**config.mk**
```make
export PLATFORM = sky130hd
export DESIGN_NAME = queue_2x111
export DESIGN_NICKNAME = d
export VERILOG_FILES = /design/src/rtl/queue_2x111.sv
export SDC_FILE = /design/constraint.sdc
export NUM_CORES = 1
export LEC_CHECK = 0
export BUFFER_PORTS_ARGS = -buffer_cell sky130_fd_sc_hd__buf_2
export CORE_AREA = 2 2 176 178
export DETAILED_ROUTE_END_ITERATION = 12
export DIE_AREA = 0 0 178 180
export PLACE_DENSITY_LB_ADDON = 0.3
export SETUP_SLACK_MARGIN = 0.05
export SYNTH_ARGS = -nofsm -noshare
export SYNTH_HDL_FRONTEND = slang
export SYNTH_SLANG_ARGS = --single-unit
```
**constraint.sdc**
```tcl
create_clock -name clock -period 1.2 [get_ports clock]
set_input_delay 0.12 -clock clock [delete_from_list [all_inputs] [get_ports clock]]
set_output_delay 0.12 -clock clock [all_outputs]
set_load 0.02 [all_outputs]
```
**src/rtl/queue_2x111.sv**
```systemverilog
// Control stage for a 2-entry ready/valid FIFO whose storage is the external ram_2x111 macro.
// Owns the pointers, full/empty tracking, occupancy count and the optional flow/pipe bypasses.
module queue_2x111 #(
  parameter int WIDTH = 111,
  parameter bit FLOW  = 1'b0,
  parameter bit PIPE  = 1'b0
) (
  input  logic             clock,
  input  logic             reset_n,
  input  logic             io_enq_valid,
  output logic             io_enq_ready,
  input  logic [WIDTH-1:0] io_enq_bits,
  output logic             io_deq_valid,
  input  logic             io_deq_ready,
  output logic [WIDTH-1:0] io_deq_bits,
  output logic [1:0]       io_count,
  output logic             ram_W0_addr,
  output logic             ram_W0_en,
  output logic [WIDTH-1:0] ram_W0_data,
  output logic             ram_R0_addr,
  output logic             ram_R0_en,
  input  logic [WIDTH-1:0] ram_R0_data
);

  // Handshake contract: a word moves on a port in every cycle where valid and ready are
  // both high at the rising clock edge; valid never depends on ready of the same port.

  logic enq_ptr_q, enq_ptr_d;
  logic deq_ptr_q, deq_ptr_d;
  logic maybe_full_q, maybe_full_d;

  logic ptr_match, empty, full, bypass, bypass_take;
  logic do_enq, do_deq;

  always_comb begin
    ptr_match = (enq_ptr_q == deq_ptr_q);
    empty     = ptr_match & ~maybe_full_q;
    full      = ptr_match & maybe_full_q;
    bypass    = FLOW & empty;
  end

  // When the bypass hands the word straight to the consumer, nothing touches storage.
  always_comb begin
    bypass_take  = bypass & io_deq_ready;
    io_enq_ready = ~full | (PIPE & io_deq_ready);
    io_deq_valid = bypass ? io_enq_valid : ~empty;
    io_deq_bits  = bypass ? io_enq_bits : ram_R0_data;
    do_enq       = io_enq_ready & io_enq_valid & ~bypass_take;
    do_deq       = io_deq_ready & io_deq_valid & ~bypass_take;
    io_count     = full ? 2'd2 : {1'b0, enq_ptr_q ^ deq_ptr_q};
  end

  always_comb begin
    ram_W0_en   = do_enq;
    ram_W0_addr = enq_ptr_q;
    ram_W0_data = io_enq_bits;
    ram_R0_en   = 1'b1;
    ram_R0_addr = deq_ptr_q;
  end

  always_comb begin
    enq_ptr_d    = enq_ptr_q ^ do_enq;
    deq_ptr_d    = deq_ptr_q ^ do_deq;
    maybe_full_d = maybe_full_q;
    if (do_enq != do_deq) begin
      maybe_full_d = do_enq;
    end
  end

  always_ff @(posedge clock or negedge reset_n) begin
    if (!reset_n) begin
      enq_ptr_q    <= 1'b0;
      deq_ptr_q    <= 1'b0;
      maybe_full_q <= 1'b0;
    end else begin
      enq_ptr_q    <= enq_ptr_d;
      deq_ptr_q    <= deq_ptr_d;
      maybe_full_q <= maybe_full_d;
    end
  end

endmodule

```
==> impl_metrics.yaml <==
global_routing:
  grt_max_degree: 6
  antenna_found_initial: 0
  grt_pass1_wl_um: 5980
  use_met3_pct: 3.72
  busiest_layer: "met4"
  use_met1_pct: 0.791
  grtUsageMet2_pct: 3.36
  grt.total_usage_pct: 2.93
  grt-ovfl-total: 0
  grt_pass1_vias: 668
sta:
  hold_violations: 0
  grt_setup_unrepaired: "true"
  hold_ws_ns: 0.124
  tns_ns: -0.246
  period_minus_slack_ns: 1.36
  slew_viol_final: 0
  fmax_mhz: 736
  finalSetupViolations: 4
  fin_worst_skew_ns: 0.000536
  period_share_pct: 113
  setup_ws_ns: -0.158
yosys:
  yosysWarningCount: 0
  synth_cells: 246
  seq_area_frac_synth_pct: 4.03
  synth-seq-cells: 3
  yosys.area.top_type: "buf_4"
  avgSynthCellArea_um2: 7.56
  synth_cell_types: 14
  syn-cell-area_mm2: 0.00186
  yosysTopAreaCellShare_pct: 90.4
  synth.area.top_cells: "buf_4, dfrtp_1, inv_1"
  syn_nets: 472
layout:
  antenna-diode-count: 0
  nFillCells: 3574
  nets: 265
  postLayoutCellArea_um2: 863
  final_core_util_pct: 2.86
  drive_gt1_share_pct: 60.5
  stdcell_count: 434
  area_growth_pct: -53.6
setup_path:
  worst-setup-path-type: "register to output port"
  critical_path.max_fanout: 4
  end_kind: "output port"
  start_kind: "register"
  critical_path_arrival_ns: 1.24
  required_ns: 1.08
clock_tree:
  cts_sinks: 3
  path_clk_slew_ns: 0.03
  clock_tree.buffer_depth: 2
  cts_root_buf: "clkbuf_16"
  cts_made_buffers: 3
  clock_latency_ns: 0.22
  cts_max_level: 1
  cts_tree: "built"
routing:
  num_vias: 597
  drt_pass1_iterations: 2
  post-route-drc-count: 0
  drt-wirelength-per-cell_um: 12.5
  dr.first_iter.drc_count: 16
  routed_wl_um: 5440
  ant_nets: 0
  avgViaCountPerCell: 1.38
power_and_ir_drop:
  total_power_mw: 1.59
  p_int_mw: 0.963
  power_frac_comb_pct: 52.1
  powerDensity_mw_per_mm2: 1840
  leakagePower_nw: 0.198
  swShare_pct: 39.4
  ir_drop_v: 0.000563
  p_seq_share_pct: 14.8
  p_sw_mw: 0.626
  power_frac_clock_pct: 33.1
die:
  pin_count: 456
  die_h_um: 180
  core_region_area_mm2: 0.0302
  rows: 64
  floorplan.die_area_mm2: 0.0320
  die_w_um: 178
  start_util_pct: 6.16
placement:
  portBuffers: 10
  post-place-ws_ns: 0.0339
  dp.cells: 428
  routabilityCongestion: 0.598
  post_dp_cell_area_um2: 737
  place_hpwl_um: 4480
outcome:
  violations: "setup timing"
  outcome: "complete, but fails checks"
hold_path:
  hold_class: "input port to register"
run:
  cap_violations: 0
sequential cells by signal, indices dropped and copies added, names as in the netlist:
signal / flops
maybe_full_q: 1
ram_R0_addr: 1
ram_W0_addr: 1
cells by family (layout without fill, tap and decap cells):
logic type             after synthesis  count (layout)  share of synthesized area [%]
flip-flops                           3               3                           4.03
buffers and inverters              230              22                           91.6
AND/OR/NAND/NOR                      3               3                          0.807
other                                1               1                          0.202
XOR/XNOR                             1               1                          0.471
AO/OA/AOI/OAI                        8               8                           2.89
final cells by class:
type                            instances  area [µm²]  area share, %
Tap cell                              396         495           57.4
Timing Repair Buffer                   12        86.3           10.0
Multi-Input combinational cell         13         103           11.9
Clock buffer                            4        78.8           9.13
Sequential cell                         3        77.6           8.99
Inverter                                6        22.5           2.61
power groups by stage:
stage / logic [mW] / clock network, mW / registers (mW)
6_report: 0.828 / 0.526 / 0.235
5_1_grt: 0.888 / 0.541 / 0.243
4_1_cts: 0.809 / 0.533 / 0.234
3_5_place_dp: 0.665 / 0 / 0.226
3_3_place_gp: 0.673 / 0 / 0.226
2_1_floorplan: 1.52 / 0 / 0.256
layer usage:
metal / vias to the layer above / share of wire [%]
li1: 103 / -
met1: 173 / 10
met2: 193 / 35
met3: 128 / 31
met4: 0 / 23
met5: - / 0
worst max-delay path, stage by stage (launching register included):
cell     delay (ns)
dfrtp_2        0.43
xnor2_4        0.21
inv_2          0.06
o21ai_2        0.12
inv_1          0.04
buf_2          0.15
repair_timing:
item,CTS,global route
cloned,0,0
endpoints found under the setup margin,5,6
hold buffers,1,0
setup buffers,1,0
hold endpoints to repair,3,0
pin swaps,2,0
gates resized for setup,6,3
cells in the mapped netlist (all sizes together):
cell and n:
a31oi 1, a211oi 1, o21ai 4, xnor2 1, buf 224, conb 1
and3 1, inv 6, a21o 1, a22oi 1, dfrtp 3, nand2 2
worst paths after layout:
kind                                       start                  endpoint  slack, ns  cells past startpoint
setup / recovery           ram_R0_addr$_DFF_PN0_                 ram_W0_en      -0.16                      5
hold / removal                      io_deq_ready  maybe_full_q$_DFFE_PN0P_       0.12                      2
setup reg to reg           ram_R0_addr$_DFF_PN0_     ram_W0_addr$_DFF_PN0_       0.12                      4
hold reg to reg            ram_W0_addr$_DFF_PN0_     ram_W0_addr$_DFF_PN0_       0.67                      2
max in group asynchronous                reset_n     ram_W0_addr$_DFF_PN0_       0.85                      2
min in group asynchronous                reset_n     ram_R0_addr$_DFF_PN0_       0.23                      2
placed cells by master (no fill, tap or decap):
cell type      n
a21o_2         1
dfrtp_2        2
nand2_2        1
buf_4          1
inv_2          2
o21ai_1        1
a22oi_1        1
dlygate4sd3_1  1
o21ai_0        2
a211oi_1       1
clkbuf_1       1
xnor2_4        1
inv_1          4
nand2_1        1
buf_6          3
a31oi_1        1
dfrtp_1        1
o21ai_2        1
buf_2          7
conb_1         1
clkbuf_16      3
and3_2         1
No activity file was read; power rests on OpenSTA's default activity.
